$ cat config.mk
export PLATFORM = sky130hd
export DESIGN_NAME = flash_rom_fetch
export DESIGN_NICKNAME = d
export VERILOG_FILES = /design/src/rtl/flash_rom_fetch.sv
export SDC_FILE = /design/constraint.sdc
export NUM_CORES = 1
export LEC_CHECK = 0
export CAP_MARGIN = 30
export CORE_ASPECT_RATIO = 1.25
export CORE_UTILIZATION = 50
export DETAILED_ROUTE_END_ITERATION = 10
export DONT_BUFFER_PORTS = 1
export HOLD_SLACK_MARGIN = 0.12
export PLACE_DENSITY_LB_ADDON = 0.05
export SETUP_SLACK_MARGIN = 0.1
export SYNTH_ARGS = -nofsm -noshare
export SYNTH_HDL_FRONTEND = slang
export SYNTH_SLANG_ARGS = --single-unit
$ cat constraint.sdc
create_clock -name clk -period 3.87 [get_ports clk]
set_input_delay 0.387 -clock clk [delete_from_list [all_inputs] [get_ports clk]]
set_output_delay 0.387 -clock clk [all_outputs]
set_load 0.1 [all_outputs]
$ cat src/rtl/flash_rom_fetch.sv
// Serves 6809 reads in the 0xF000-0xFFFF ROM window from an external SPI flash using
// one 0x03 READ per byte. A one-entry cache answers repeats, and the pins are yielded to the FT2232.
module flash_rom_fetch #(
    parameter int unsigned CLK_DIV     = 4,
    parameter logic [23:0] BASE_ADDR   = 24'h000000,
    parameter int unsigned CS_HIGH_MIN = 8
) (
    input  logic        clk,
    input  logic        rst_n,
    input  logic        i_spi_ce,
    input  logic [15:0] i_ADDRESS_BUS,
    input  logic        i_RW,
    input  logic        i_Q,
    input  logic        i_E,
    input  logic        i_FT_CS,
    input  logic        i_SPI_MISO,
    output logic        o_SPI_CLK,
    output logic        o_SPI_MOSI,
    output logic        o_SPI_CS,
    output logic        o_spi_own,
    output logic [7:0]  o_DATA,
    output logic        o_data_valid,
    output logic        o_MRDY
);

    localparam int DIV_W = $clog2(CLK_DIV) + 1;
    localparam int GAP_W = $clog2(CS_HIGH_MIN + 1) + 1;
    localparam logic [DIV_W-1:0] DIV_TC = DIV_W'(CLK_DIV - 1);
    localparam logic [GAP_W-1:0] GAP_TC = GAP_W'(CS_HIGH_MIN - 1);

    typedef enum logic [2:0] {
        S_IDLE = 3'd0,
        S_CMD  = 3'd1,
        S_DATA = 3'd2,
        S_DONE = 3'd3,
        S_GAP  = 3'd4
    } state_t;

    state_t state_r;
    state_t next_state_s;

    // synchronizer bit order: {ft_cs, e, q, rw, spi_ce}
    logic [4:0]       sync1_r;
    logic [4:0]       sync2_r;
    logic             q_d_r;
    logic             e_d_r;

    logic             sck_r;
    logic             mosi_r;
    logic             cs_n_r;
    logic             own_r;
    logic [DIV_W-1:0] div_cnt_r;
    logic [5:0]       bit_cnt_r;
    logic [31:0]      shift_r;
    logic [7:0]       rx_r;
    logic [GAP_W-1:0] gap_cnt_r;

    logic [7:0]       data_r;
    logic             valid_r;
    logic             mrdy_r;
    logic [11:0]      tag_r;
    logic             cache_valid_r;
    logic             pend_r;
    logic [11:0]      addr_r;

    logic             ce_s;
    logic             rw_s;
    logic             q_s;
    logic             e_s;
    logic             ft_s;
    logic             q_rise_s;
    logic             e_fall_s;
    logic             win_s;
    logic             capture_s;
    logic             hit_s;
    logic             div_tc_s;
    logic             sck_fall_s;
    logic             cmd_end_s;
    logic             last_bit_s;
    logic             launch_s;
    logic [11:0]      launch_addr_s;
    logic [31:0]      launch_word_s;

    assign ce_s          = sync2_r[0];
    assign rw_s          = sync2_r[1];
    assign q_s           = sync2_r[2];
    assign e_s           = sync2_r[3];
    assign ft_s          = sync2_r[4];
    assign q_rise_s      = q_s & ~q_d_r;
    assign e_fall_s      = ~e_s & e_d_r;
    // the decoder already qualifies the window; the top nibble check guards against a glitchy spi_ce
    assign win_s         = (i_ADDRESS_BUS[15:12] == 4'hF);
    assign capture_s     = q_rise_s & ce_s & rw_s & ft_s & win_s;
    assign hit_s         = cache_valid_r & (tag_r == i_ADDRESS_BUS[11:0]);
    assign div_tc_s      = (div_cnt_r == DIV_TC);
    assign sck_fall_s    = div_tc_s & sck_r;
    assign cmd_end_s     = (bit_cnt_r == 6'd31);
    assign last_bit_s    = (bit_cnt_r == 6'd39);
    assign launch_s      = (state_r == S_IDLE) & ft_s & (pend_r | (capture_s & ~hit_s));
    assign launch_addr_s = pend_r ? addr_r : i_ADDRESS_BUS[11:0];
    assign launch_word_s = {8'h03, BASE_ADDR[23:12], launch_addr_s};

    assign o_SPI_CLK    = sck_r;
    assign o_SPI_MOSI   = mosi_r;
    assign o_SPI_CS     = cs_n_r;
    assign o_spi_own    = own_r;
    assign o_DATA       = data_r;
    assign o_data_valid = valid_r;
    assign o_MRDY       = mrdy_r;

    // Two-flop synchronizers plus previous-value flops for Q/E edge detection
    always_ff @(posedge clk) begin
        if (!rst_n) begin
            sync1_r <= 5'b00000;
            sync2_r <= 5'b00000;
            q_d_r   <= 1'b0;
            e_d_r   <= 1'b0;
        end else begin
            sync1_r <= {i_FT_CS, i_E, i_Q, i_RW, i_spi_ce};
            sync2_r <= sync1_r;
            q_d_r   <= sync2_r[2];
            e_d_r   <= sync2_r[3];
        end
    end

    // State register
    always_ff @(posedge clk) begin
        if (!rst_n) begin
            state_r <= S_IDLE;
        end else begin
            state_r <= next_state_s;
        end
    end

    // Next-state logic; the programmer taking the bus forces IDLE from any state
    always_comb begin
        next_state_s = state_r;
        if (!ft_s) begin
            next_state_s = S_IDLE;
        end else begin
            case (state_r)
                S_IDLE: begin
                    if (launch_s) begin
                        next_state_s = S_CMD;
                    end else begin
                        next_state_s = S_IDLE;
                    end
                end
                S_CMD: begin
                    if (sck_fall_s && cmd_end_s) begin
                        next_state_s = S_DATA;
                    end else begin
                        next_state_s = S_CMD;
                    end
                end
                S_DATA: begin
                    if (sck_fall_s && last_bit_s) begin
                        next_state_s = S_DONE;
                    end else begin
                        next_state_s = S_DATA;
                    end
                end
                S_DONE: begin
                    next_state_s = S_GAP;
                end
                S_GAP: begin
                    if (gap_cnt_r == GAP_TC) begin
                        next_state_s = S_IDLE;
                    end else begin
                        next_state_s = S_GAP;
                    end
                end
                default: begin
                    next_state_s = S_IDLE;
                end
            endcase
        end
    end

    // SPI engine: mode-0 SCK divider, command shifter, MISO sampler and CS gap timer
    always_ff @(posedge clk) begin
        if (!rst_n) begin
            sck_r     <= 1'b0;
            mosi_r    <= 1'b0;
            cs_n_r    <= 1'b1;
            own_r     <= 1'b0;
            div_cnt_r <= {DIV_W{1'b0}};
            bit_cnt_r <= 6'd0;
            shift_r   <= 32'h0000_0000;
            rx_r      <= 8'h00;
            gap_cnt_r <= {GAP_W{1'b0}};
        end else if (!ft_s) begin
            sck_r     <= 1'b0;
            mosi_r    <= 1'b0;
            cs_n_r    <= 1'b1;
            own_r     <= 1'b0;
            div_cnt_r <= {DIV_W{1'b0}};
            bit_cnt_r <= 6'd0;
        end else begin
            case (state_r)
                S_IDLE: begin
                    if (launch_s) begin
                        shift_r   <= launch_word_s;
                        mosi_r    <= launch_word_s[31];
                        cs_n_r    <= 1'b0;
                        sck_r     <= 1'b0;
                        own_r     <= 1'b1;
                        // all-ones wraps through zero: first low half gets one extra clk of CS setup
                        div_cnt_r <= {DIV_W{1'b1}};
                        bit_cnt_r <= 6'd0;
                    end else begin
                        cs_n_r <= 1'b1;
                        own_r  <= 1'b0;
                    end
                end
                S_CMD, S_DATA: begin
                    if (div_tc_s) begin
                        div_cnt_r <= {DIV_W{1'b0}};
                        sck_r     <= ~sck_r;
                        if (!sck_r) begin
                            if (state_r == S_DATA) begin
                                rx_r <= {rx_r[6:0], i_SPI_MISO};
                            end
                        end else begin
                            shift_r <= {shift_r[30:0], 1'b0};
                            if (state_r == S_DATA && last_bit_s) begin
                                bit_cnt_r <= 6'd0;
                                mosi_r    <= 1'b0;
                                cs_n_r    <= 1'b1;
                            end else begin
                                bit_cnt_r <= bit_cnt_r + 6'd1;
                                mosi_r    <= shift_r[30];
                            end
                        end
                    end else begin
                        div_cnt_r <= div_cnt_r + DIV_W'(1);
                    end
                end
                S_DONE: begin
                    gap_cnt_r <= {GAP_W{1'b0}};
                end
                S_GAP: begin
                    gap_cnt_r <= gap_cnt_r + GAP_W'(1);
                end
                default: begin
                    cs_n_r <= 1'b1;
                end
            endcase
        end
    end

    // CPU side: stall control, returned byte, hit cache and pending capture
    always_ff @(posedge clk) begin
        if (!rst_n) begin
            data_r        <= 8'hFF;
            valid_r       <= 1'b0;
            mrdy_r        <= 1'b1;
            tag_r         <= 12'h000;
            cache_valid_r <= 1'b0;
            pend_r        <= 1'b0;
            addr_r        <= 12'h000;
        end else if (!ft_s) begin
            cache_valid_r <= 1'b0;
            pend_r        <= 1'b0;
            mrdy_r        <= 1'b1;
            if (!mrdy_r) begin
                data_r  <= 8'hFF;
                valid_r <= 1'b1;
            end else if (e_fall_s) begin
                valid_r <= 1'b0;
            end
        end else begin
            if (e_fall_s) begin
                valid_r <= 1'b0;
            end
            // data_r doubles as the cached byte: only a completed fetch writes it while the cache is valid
            case (state_r)
                S_IDLE: begin
                    if (launch_s) begin
                        addr_r <= launch_addr_s;
                        mrdy_r <= 1'b0;
                        pend_r <= 1'b0;
                    end else if (capture_s && hit_s) begin
                        valid_r <= 1'b1;
                    end
                end
                S_DATA: begin
                    if (sck_fall_s && last_bit_s) begin
                        data_r        <= rx_r;
                        valid_r       <= 1'b1;
                        mrdy_r        <= 1'b1;
                        tag_r         <= addr_r;
                        cache_valid_r <= 1'b1;
                    end
                end
                S_DONE, S_GAP: begin
                    if (capture_s) begin
                        if (hit_s) begin
                            valid_r <= 1'b1;
                        end else begin
                            pend_r <= 1'b1;
                            addr_r <= i_ADDRESS_BUS[11:0];
                            mrdy_r <= 1'b0;
                        end
                    end
                end
                default: begin
                    pend_r <= pend_r;
                end
            endcase
        end
    end

endmodule

=== Yosys cells after proc, flatten, opt, wreduce, memory -nomap -nowiden ===
Cells that the tools add are included.

* Flip-flop bits (word level): 108
* Bits of input ports: 24
* Output and inout port bits: 14
* Logic and storage cells: 142

* Add/sub/neg operators: 3
* Equality and inequality tests: 20
* Multiplexer cells: 56
* Bitwise logic cells: 17
* Reduce and logical (&&, ||, !) cells: 25

{| class="wikitable"
|+ Operators by type and width
! operator !! number
|-
| 2-to-1 mux 31 bit || 3
|-
| one-hot mux 31 bit (2 select lines) || 1
|-
| 2-to-1 mux 12 bit || 4
|-
| 2-to-1 mux 8 bit || 4
|-
| 2-to-1 mux 1 bit || 25
|-
| 2-to-1 mux 6 bit || 4
|-
| one-hot mux 12 bit (2 select lines) || 1
|-
| AND reduction 5 bit || 4
|-
| one-hot mux 3 bit (5 select lines) || 1
|-
| == test 12 bit || 1
|-
| != test 2 bit, second input constant || 6
|-
| one-hot mux 6 bit (2 select lines) || 1
|-
| AND reduction 4 bit || 3
|-
| AND 1 bit || 11
|-
| one-hot mux 5 bit (2 select lines) || 1
|-
| == test 3 x 2 -> 1 bit, second input constant || 3
|-
| 2-to-1 mux 3 bit || 3
|-
| one-hot mux 1 bit (3 select lines) || 3
|-
| AND reduction 3 bit || 3
|-
| != test 2 x 1 -> 1 bit, second input constant || 4
|-
| AND reduction 2 bit || 4
|-
| adder 6 x 1 -> 6 bit, second input constant || 1
|-
| == test 6 x 5 -> 1 bit, second input constant || 1
|-
| == test 6 bit, second input constant || 1
|-
| other kinds (16) || 28
|}

=== Depth between registers and ports, before layout ===
Gate-level depths: netlist of run 1.

* Depth in word-level cells: 12
* Depth in mapped cells: 8
* Mapped depth without buffers: 7

=== Worst setup path before layout of run 1 ===
Ideal clock, no wire load.

* Kind: reg2reg
* Start point: register sck_r, in the netlist o_SPI_CLK
* End point: register data_r[0], in the netlist o_DATA[0]
* Library setup time: 0.062 ns
* Arrival time: 2.418 ns
* Required time: 3.808 ns
* Path slack: 1.389 ns
* Cell stages (with the launch flop): 8
* Path buffers: 1
* Period minus slack after synthesis: 2.481 ns
* Cells stage by stage: dfxtp_1 > nand3b_1 > nor4_4 > nand2_1 > clkbuf_1 > o21ai_2 > o22ai_1 > nand2_1

* Longest elaborated chain between the ends: 4

{| class="wikitable"
|+ Ends and longest elaborated chain
! what !! RTL line !! source
|-
| from (decl) || 48 || <nowiki>logic sck_r;</nowiki>
|-
| from (signal assigned) || 219 || <nowiki>sck_r <= ~sck_r;</nowiki>
|-
| AND 1 bit || 96 || <nowiki>assign sck_fall_s = div_tc_s & sck_r;</nowiki>
|-
| logical AND 1 bit || 288 || <nowiki>if (sck_fall_s && last_bit_s) begin</nowiki>
|-
| != test 2 x 1 -> 1 bit (no source line) || n/a ||
|-
| AND reduction 3 bit (no source line) || n/a ||
|-
| to (signal assigned) || 289 || <nowiki>data_r <= rx_r;</nowiki>
|-
| to (decl) || 58 || <nowiki>logic [7:0] data_r;</nowiki>
|}

Every way passes these cells.
A chain may end at the register's enable or synchronous reset.

=== Worst setup path in the final report of run 1 ===
* Start point: register tag_r[1]
* End point: register shift_r[20]

* Longest elaborated chain between the ends: 8

{| class="wikitable"
|+ Ends and longest elaborated chain
! what !! RTL line !! source
|-
| from (decl) || 61 || <nowiki>logic [11:0] tag_r;</nowiki>
|-
| from (signal assigned) || 292 || <nowiki>tag_r <= addr_r;</nowiki>
|-
| == test 12 bit || 94 || <nowiki>assign hit_s = cache_valid_r & (tag_r == i_ADDRESS_BUS[11:0]);</nowiki>
|-
| AND 1 bit || 94 ||
|-
| NOT 1 bit || 99 || <nowiki>assign launch_s = (state_r == S_IDLE) & ft_s & (pend_r | (capture_s & ~hit_s));</nowiki>
|-
| AND 1 bit || 99 ||
|-
| bitwise OR 1 bit || 99 ||
|-
| AND 1 bit || 99 ||
|-
| != test 2 bit (no source line) || n/a ||
|-
| AND reduction 5 bit (no source line) || n/a ||
|-
| to (signal assigned) || 203 || <nowiki>shift_r <= launch_word_s;</nowiki>
|-
| to (signal assigned) || 225 || <nowiki>shift_r <= {shift_r[30:0], 1'b0};</nowiki>
|-
| to (decl) || 54 || <nowiki>logic [31:0] shift_r;</nowiki>
|}

Every way passes these cells.

==> results of run 1 <==
-- synthesized netlist by cell type, types with 2 or more instances --
library cell / n / share of area [%]
a2111o_1: 2 / 0.47
a2111oi_0: 2 / 0.37
a211oi_1: 3 / 0.47
a21boi_0: 12 / 1.9
a21oi_1: 12 / 1.3
a22oi_1: 2 / 0.32
a311oi_1: 2 / 0.37
a31o_2: 3 / 0.55
and2_1: 19 / 2.5
buf_1: 2 / 0.16
buf_2: 2 / 0.21
buf_6: 3 / 0.71
clkbuf_1: 30 / 2.4
dfxtp_1: 108 / 46
ha_1: 3 / 0.79
inv_1: 5 / 0.40
mux2i_1: 53 / 11
nand2_1: 95 / 7.5
nand2b_1: 5 / 0.66
nand3_1: 49 / 5.2
nand3b_1: 2 / 0.32
nand4_1: 6 / 0.79
nand4b_1: 3 / 0.55
nor2_1: 13 / 1.0
nor2b_1: 13 / 1.7
nor3_1: 2 / 0.21
nor3b_1: 2 / 0.32
o211ai_1: 12 / 1.9
o21ai_0: 24 / 2.5
o22ai_1: 9 / 1.2
o31ai_1: 3 / 0.47
xnor2_1: 12 / 2.2
xor2_1: 3 / 0.55
-- final timing paths --
path	endpoint	slack [ns]	startpoint	cells after the start
max reg2reg	shift_r[20]$_SDFFE_PN0P_	1.16	tag_r[1]$_SDFFE_PN0P_	7
min reg2reg	sync2_r[4]$_SDFF_PN0_	0.44	sync1_r[4]$_SDFF_PN0_	1
max	shift_r[20]$_SDFFE_PN0P_	1.16	tag_r[1]$_SDFFE_PN0P_	7
min	sync1_r[1]$_SDFF_PN0_	0.17	i_RW	1
-- cell families (layout without fill, tap and decap cells) --
kind of cell	count (synthesis)	count (layout)	share of synthesized area, %
compound gates	94	94	13.7
xor+xnor	15	15	2.77
fa+ha+maj	3	3	0.791
simple gates	216	216	22.2
buf+inv	42	30	3.85
flops	108	108	45.5
mux	53	53	11.2
-- area by class of cell --
class,count,area (um2)
repair buffers,9,86.3
flip-flops and latches,108,2160
inverters,5,18.8
clock buffers,12,267
well taps,123,154
multi-input cells,381,2400
fillers,887,4030
clock inverters,4,55.1
-- sequential cells by signal, summed over array words and instances (netlist names), 3 cells and up --
name       flops
addr_r        12
div_cnt_r      3
shift_r       31
state_r        3
o_DATA         8
gap_cnt_r      5
rx_r           8
sync1_r        5
tag_r         12
bit_cnt_r      6
sync2_r        5
-- per-stage QoR --
stage               util [%]  total power [mW]  setup slack [ns]
floorplan                  -              1.19              1.39
global placement        52.1              1.19              1.14
detailed placement      52.5              1.19              1.10
CTS                     56.1              2.15              1.14
global route            56.1              2.20             0.946
finish                  56.1              2.13              1.16
-- repair_timing --
action,in CTS,in global routing
hold endpoints to repair,8,0
hold buffers,1,0
setup buffers,0,0
-- power breakdown --
part           leakage (nW)  switching, mW  internal, mW
registers             0.872        0.00548          1.12
logic                 0.940         0.0187        0.0206
clock network         0.155          0.408         0.559
total                  1.97          0.433          1.70
-- placed cells by master, fill, tap and decap left out, drive strengths merged, types with 5 or more instances in the layout --
master	synthesis	final
nor2	13	13
nand4	6	6
xnor2	12	12
buf	7	8
nor2b	13	13
nand2	95	95
o21ai	25	25
and2	19	19
o211ai	13	13
dfxtp	108	108
nand3	49	49
a21boi	13	13
nand2b	5	5
mux2i	53	53
clkbuf	30	12
inv	5	6
o22ai	9	9
a21oi	12	12
-- per-layer routing --
layer	routed length (um)	global-route usage, %	share of wire, %	vias to the layer above
met5	0	0	0	-
met4	148	6.46	1.6	0
met3	345	5.06	3.7	9
met2	4430	32.2	47	55
met1	4440	26.9	47	1616
li1	-	-	-	1825
==> results.md, run 1 <==
* Clk_skew at roughly 0.0076 ns
* Post-synth net total at 558
* Antenna violations before repair at 0
* Min Hold Slack at 0.169 ns
* Syn Std Cell Area at 4750 um2
* Crit path DAT at 2.98 ns
* Vias per inst at 5.46
* Rows at 39
* Setup_tns at 0 ns
* CTS tree: built
* Vias in the first global route at 3254
* Cell Area, Placed at approximately 4800 um2
* Drt drc at 0
* Fmax at about 370 MHz
* Core area at 9170 um2
* ANT cells at 0
* Ys flop type: dfxtp_1
* Yosys warns at 0
* WP buf/inv at 1
* Worst VDD drop at between 0.0002 and 0.0003 V
* Detail Placement HPWL at roughly 6000 um
* CP Cell Sequence: xnor2_1 -> nand4_1 -> or4_4 -> o211ai_4 -> a21boi_4 -> buf_4 -> mux2i_1
* Crit Path Class: reg2reg
* Slew @ Worst Pin at approximately 0.98 ns
* Status: complete, no violations
* RSZ-0062 raised after global routing: no
* Max cap viols at 0
* Mapped Cells at about 530
* Routed len/inst at 14.6 um
* Syn_area_per_cell at slightly below 9 um2
* EDFF count, synth at 0
* Share of cells above drive strength 1 at roughly 6.4%
* Global-route wire length before repair at 15800 um
* GR Util All Layers at between 20% and 30%
* Clock transition at path regs at 0.07 ns
* Yosys reg bits at about 110
* Fin. max-slew vios at 0
* Starting Density at between 50% and 60%
* Final Critical Period at approximately 2.7 ns
* Initial drt markers at just under 200
* Critical path's top delay family: simple AND/OR/NAND/NOR gates
* WP data required at ~4.1 ns
* CTS Buffer Depth at 2
* Final WL at 9370 um
* Via Count at between 3000 and 4000
* Lkg Pwr at about 2 nW
* Pwr per Cell Area at between 400 and 500 nW/um2
* Fin area at 5150 um2
* CTS-repair resized insts at 0
* Maximum fanout along the worst path at 31
* Final Cycle Share at around 70%
* H-tree levels at 3
* Asr flop ratio synth at 0%
* Io pins at 38
* Die X at 89.2 um
* Critical Path End Type: register
* CTS Buf Count at 9
* Port buffer count at 0
* Die Y at between 100 and 150 um
* Die Area at 9890 um2
* Slowest stage delay, CP at ~0.58 ns
* Worst skew pair latency at ~0.34 ns
* Setup crit start kind: register
* Setup violations, final at 0
* Largest net degree at the start of global routing at between 100 and 150
* Yosys cell types at 48
* Gpl congestion at 0.777
* CP max stage cell: or4_4
* # placed instances at 625
* Seq/Total Area, Yosys at between 40% and 50%
* CTS root buf: clkbuf_16
* HP Class: in2reg
* Nets at about 540
* Hold Vio Cnt, Final at 0
* Antenna-violating nets left at 0
* Synthesis-to-finish area growth at 8.38%
* Fin cells at approximately 640
* GRT overflow at 0
* Clock sink total at approximately 110
* Slew headroom at about a third
* Drt first pass iters at 4
No activity file was read; power rests on OpenSTA's default activity.
==> run 2: changes to the inputs <==
clock period = 2.75 ns   (was 3.87 ns; I/O delays follow)
==> run 2 against run 1 <==
Against the previous run: total power rose by 42%; critical endpoint is now o_SPI_MOSI$_SDFFE_PN0P_; design area is 4.9% higher; global-route usage increased by 1.6 points.
==> results.md, run 2 (synthesis results as in run 1) <==
* Die Area at 9890 um2
* Hold Vio Cnt, Final at 0
* Global-route wire length before repair at 16800 um
* Worst r2r src: tag_r[6]$_SDFFE_PN0P_
* Gpl congestion at 0.826
* CP max stage cell: or4_4
* Antenna-violating nets left at 0
* Detail Placement HPWL at about 6400 um
* Setup crit start kind: register
* Max reg flops at 31
* Worst VDD drop at about 0.00040 V
* Worst skew pair latency at 0.34 ns
* Commonest non-fill, non-tap cells in the layout: dfxtp_1, nand2_1, mux2i_1
* Fin. max-slew vios at 0
* ANT cells at 0
* Status: complete, no violations
* CTS Buf Count at 9
* Setup_tns at 0 ns
* Starting Density at approximately half
* WP data required at ~3.0 ns
* Critical path origin: tag_r[6]$_SDFFE_PN0P_
* Area of the multi-input gates at approximately 2400 um2
* Lkg Pwr at 2.08 nW
* Area taken by flip-flops and latches at 2160 um2
* Fmax at 464 MHz
* Drt drc at 0
* Die Y at ~110 um
* Synthesis-to-finish area growth at 13.7%
* Crit Path Class: reg2reg
* Rows at 39
* Die X at between 80 and 90 um
* H-tree levels at 3
* Io pins at 38
* Vias per inst at 5.50
* Nets at roughly 570
* Design Power at approximately 3.0 mW
* Largest registers: shift_r (31), addr_r (12), tag_r (12)
* Slew headroom at around a third
* Setup Fix Bufs, Post-CTS at 0
* HP Class: in2reg
* Fill count at 880
* Share of cells above drive strength 1 at between 7 and 8%
* Pwr per Cell Area at about 560 nW/um2
* Initial drt markers at about 190
* Crit path DAT at between 2 and 2.5 ns
* Hold path startpoint: rst_n
* Final Critical Period at approximately 2.2 ns
* Vias in the first global route at about 3600
* CTS root buf: clkbuf_16
* CTS tree: built
* Slew @ Worst Pin at between 0.9 and 1 ns
* Clk_skew at approximately 0.0079 ns
* Antenna violations before repair at 0
* GR Util All Layers at 21.9%
* Critical path's top delay family: simple AND/OR/NAND/NOR gates
* Port buffer count at 0
* CP Cell Sequence: xnor2_1 -> nand3_1 -> or4_4 -> o211ai_4 -> buf_4 -> and2_1 -> mux2i_1
* Largest net degree at the start of global routing at ~120
* Final Cycle Share at around four fifths
* Via Count at ~3700
* Post-layout util at about three fifths
* GRT overflow at 0
* RSZ-0062 raised after global routing: no
* Max cap viols at 0
* Core area at slightly above 9000 um2
* Final WL at 10100 um
* Drt first pass iters at 4
* Maximum fanout along the worst path at 18
* Commonest non-fill, non-tap cell in the layout: dfxtp_1
* WP buf/inv at 1
* Clock transition at path regs at about 0.070 ns
* Slowest stage delay, CP at between 0.5 and 0.6 ns
* Clock sink total at ~110
* Setup violations, final at 0
* Critical Path End Type: register
* Top reg by flops: shift_r
* CTS Buffer Depth at 2
* Routed len/inst at around 15 um
==> run 2: cell count changes in the layout (fill, tap and decap cells not counted) <==
cell / delta
buf_1: -1
buf_12: +1
buf_4: +9
clkbuf_8: -1
clkinv_2: +1
clkinv_4: -1
clkinvlp_4: +1
dlygate4sd3_1: +18
==> run 2: area by class of cell <==
class,count,area share [%]
tap,123,2.85
clock inverter,5,1.09
clock buffer,11,4.68
multi-input combinational,381,44.5
timing repair buffer,36,6.49
sequential,108,40.0
inverter,5,0.348
==> run 2: routing by layer <==
layer	global-route usage (%)	share of wire, %	routed length [um]	vias to the layer above
li1	-	-	-	1874
met1	27.0	45	4500	1739
met2	36.6	50	5050	55
met3	3.87	3.3	333	12
met4	9.52	1.9	191	0
met5	0	0	0	-
==> run 2: repair_timing <==
| action | in CTS | in global routing |
|---|---|---|
| setup endpoints to repair | 0 | 0 |
| gates resized for setup | 0 | 0 |
| endpoints found under the hold margin | 89 | 0 |
| hold buffers | 20 | 0 |
==> run 2: where the power goes <==
| group | total [mW] | internal, mW | switching, mW |
|---|---|---|---|
| combinational | 0.104 | 0.0508 | 0.0528 |
| sequential | 1.58 | 1.57 | 0.00977 |
| clock | 1.33 | 0.758 | 0.577 |
| total | 3.02 | 2.38 | 0.639 |
==> run 2: worst paths after layout <==
kind | endpoint | slack [ns] | depth (start not counted)
worst min register to register | sync2_r[4]$_SDFF_PN0_ | 0.43 | 1
worst min-delay path | shift_r[9]$_SDFFE_PN0P_ | 0.12 | 2
worst max-delay path | o_SPI_MOSI$_SDFFE_PN0P_ | 0.59 | 7
worst max register to register | o_SPI_MOSI$_SDFFE_PN0P_ | 0.59 | 7
==> run 2: stage by stage <==
| stage | area (um2) | hold slack, ns | std cells | setup slack (ns) |
|---|---|---|---|---|
| 2_1_floorplan | 4750 | 0.402 | 531 | 0.269 |
| 3_3_place_gp | 4870 | 0.354 | 633 | 0.644 |
| 5_1_grt | 5400 | 0.122 | 669 | 0.469 |
| 4_1_cts | 5400 | 0.123 | 669 | 0.591 |
| 3_5_place_dp | 4870 | 0.355 | 633 | 0.604 |
| 6_report | 5400 | 0.124 | 669 | 0.594 |
==> run 3: changes to the inputs <==
ABC_AREA = 1   (was unset)
clock period = 1.8 ns   (was 2.75 ns; I/O delays follow)
==> run 3 against run 2 <==
Against the previous run: worst setup slack worse by 0.60 ns; core utilization rose by 4.3 points; highest routed layer unchanged; first-iteration DRC count rose by 38%; total power is 52% higher; the run now ends with setup timing left; die area rose by 10%; critical path type unchanged; design area is 19% higher; non-clock buffer count grew 33; count of clock-buffer cells in the layout down 2.
==> results.md, run 3 <==
* Post-layout util at a little over three fifths
* Top reg by flops: shift_r
* CP Cell Sequence: inv_2 -> nand2_2 -> nand2_2 -> nor2_2 -> nand2_1 -> nor2_2 -> nand2_2 -> nand2_2 -> nand2_2 -> nand2_4 -> nand2_8 -> nand3_4 -> clkbuf_16 -> nand2_2 -> nand2_1 -> nor2_1
* Largest registers: shift_r (31), addr_r (12), tag_r (12)
* Top cells by area, synth: dfxtp_1, nand2_1, inv_1, nor2_1, o21ai_0
* Sequential power share at a little over half
* WP data required at a little over 2 ns
* Slew headroom at a little over 70%
* CTS root buf: clkbuf_16
* Ys flop type: dfxtp_1
* Setup crit start kind: register
* Yosys cell types at 40
* HP Class: in2reg
* Vias per inst at ~5.2
* Synth area leader: dfxtp_1
* Antenna violations before repair at 0
* EDFF count, synth at 0
* Top-count cell post-synth: nand2_1
* Synth top area share at 41.3%
* Post-synth net total at 818
* CTS Buffer Depth at 2
* WP buf/inv at 2
* Seq/Total Area, Yosys at about 41%
* Share of cells above drive strength 1 at slightly below 20%
* Slowest stage delay, CP at between 0.3 and 0.4 ns
* CTS tree: built
* Routed len/inst at roughly 14 um
* Vias in the first global route at between 4000 and 5000
* Port buffer count at 0
* Pint at 3.45 mW
* Rows at between 40 and 50
* Pwr per Cell Area at slightly above 700 nW/um2
* Detail Placement HPWL at 8490 um
* Yosys warns at 0
* Die Y at 116 um
* Via Count at between 5000 and 6000
* Synthesis-to-finish area growth at 22.5%
* Final Critical Period at about 1.8 ns
* Status: finished, violations left
* Slew @ Worst Pin at between 0.4 and 0.5 ns
* Critical Path End Type: register
* Final Cycle Share at 100%
* Clock sink total at ~110
* Max reg flops at 31
* Hold Vio Cnt, Final at 0
* Worst skew pair latency at between 0.3 and 0.4 ns
* Commonest non-fill, non-tap cell in the layout: nand2_1
* Net Switching at 1.15 mW
* Fin worst setup slack at -0.00350 ns
* Gpl congestion at 0.839
* Fin. max-slew vios at 0
* Core area at between 10000 and 15000 um2
* Worst VDD drop at 0.000391 V
* Commonest cells post-synth: nand2_1, inv_1, dfxtp_1, nor2_1, o21ai_0
* Clock transition at path regs at approximately 0.080 ns
* Die X at 93.6 um
* Max cap viols at 0
* Mapped Cells at just under 800
* Reg-to-reg slack, setup at -0.004 ns
* Clk_skew at between 0.01 and 0.015 ns
* ANT cells at 0
* Critical path's top delay family: simple AND/OR/NAND/NOR gates
* RSZ-0062 raised after global routing: yes
* Syn Std Cell Area at between 5000 and 6000 um2
* Starting Density at about half
* Maximum fanout along the worst path at 7
* Crit path DAT at just over 2 ns
* CTS Buf Count at 9
* Global-route wire length before repair at approximately 21000 um
* GRT overflow at 0
* Drt drc at 0
* Fmax at roughly 550 MHz
* H-tree levels at 3
* Nets at about 860
* Design Power at approximately 4.6 mW
* Final WL at 13200 um
* Syn_area_per_cell at 6.62 um2
* Lkg Pwr at between 2 and 3 nW
* Crit Path Class: reg2reg
* Asr flop ratio synth at 0%
* Min Hold Slack at between 0.1 and 0.15 ns
* Largest net degree at the start of global routing at 62
* Clock share of power at ~44%
* Commonest non-fill, non-tap cells in the layout: nand2_1, inv_1, dfxtp_1
* Initial drt markers at approximately 260
* Die Area at roughly 11000 um2
* GR Util All Layers at about a quarter
* CP dominant cell by count: nand2_2
* Drt first pass iters at 5
* Logic pwr share at around 3.6%
* Setup violations, final at 3
* Io pins at 38
* Failing checks: setup timing
* Switching share of total power at between 20% and 30%
* CP max stage cell: dfxtp_2
* Antenna-violating nets left at 0
* Yosys reg bits at approximately 110
-- run 3: cell count changes after synthesis, sizes merged, moves of 25 or more --
cell	before	now
nand2	95	233
inv	5	132
nor2	13	93
mux2i	53	0
o21ai	25	67
nand3	49	19
a21oi	12	37
-- run 3: final cells by class --
class	count	area [um2]
clock buffer	9	225
timing repair buffer	69	673
multi-input combinational	514	2580
inverter	132	500
fill	935	3740
tap	129	161
sequential	108	2190
clock inverter	7	86.3
-- run 3: cells by family after synthesis --
| kind of cell | count (synthesis) | synth area share, % |
|---|---|---|
| AND/OR/NAND/NOR | 383 | 31.2 |
| buffers and inverters | 171 | 13.4 |
| AO/OA/AOI/OAI | 123 | 12.9 |
| flip-flops | 108 | 41.3 |
| XOR/XNOR | 3 | 0.502 |
| adder cells (fa/ha/maj) | 3 | 0.716 |
-- run 3: repair_timing --
action / in CTS / in global routing
setup endpoints to repair: 80 / 88
gates resized for setup: 28 / 62
pin swaps: 4 / 7
buffers inserted: 4 / 4
hold buffers: 9 / 0
endpoints found under the hold margin: 63 / 0
cloned: 3 / 2
-- run 3: worst paths after layout --
kind / startpoint / to / depth (start not counted)
max: tag_r[10]$_SDFFE_PN0P_ / shift_r[28]$_SDFFE_PN0P_ / 16
min: rst_n / o_DATA[2]$_SDFFE_PN1P_ / 2
min reg2reg: sync1_r[0]$_SDFF_PN0_ / sync2_r[0]$_SDFF_PN0_ / 2
max reg2reg: tag_r[10]$_SDFFE_PN0P_ / shift_r[28]$_SDFFE_PN0P_ / 16
-- run 3: power by group through the flow --
stage | clock network (mW) | logic [mW] | registers, mW
after global routing | 2.15 | 0.187 | 2.40
after CTS | 2.05 | 0.161 | 2.40
final | 2.03 | 0.165 | 2.40
after floorplan | 0 | 0.105 | 2.46
after detailed placement | 0 | 0.120 | 2.46
after global placement | 0 | 0.118 | 2.46
-- run 3: through the flow --
stage	TNS, ns	std cells	cell area (um2)	setup slack [ns]
finish	-0.00367	968	6420	-0.00350
global route	-4.56	968	6420	-0.146
CTS	0	962	6170	0.00630
detailed placement	-1.38	930	5620	-0.0861
global placement	0	930	5620	0.0117
floorplan	0	791	5250	0.113
-- run 3: worst reg2reg max path, cell delays in order, from the launching register on --
cell	delay (ns)
dfxtp_2	0.33
inv_2	0.04
nand2_2	0.05
nand2_2	0.05
nor2_2	0.10
nand2_1	0.07
nor2_2	0.13
nand2_2	0.08
nand2_2	0.08
nand2_2	0.07
nand2_4	0.11
nand2_8	0.08
nand3_4	0.16
clkbuf_16	0.19
nand2_2	0.04
nand2_1	0.05
nor2_1	0.04
-- run 3: routing by layer --
| metal | vias to the layer above | track usage, % | share of wire, % |
|---|---|---|---|
| met2 | 78 | 44.6 | 51 |
| met5 | - | 0 | 0 |
| met3 | 14 | 3.84 | 3.4 |
| li1 | 2562 | - | - |
| met1 | 2358 | 30.5 | 44 |
| met4 | 0 | 8.82 | 1.4 |
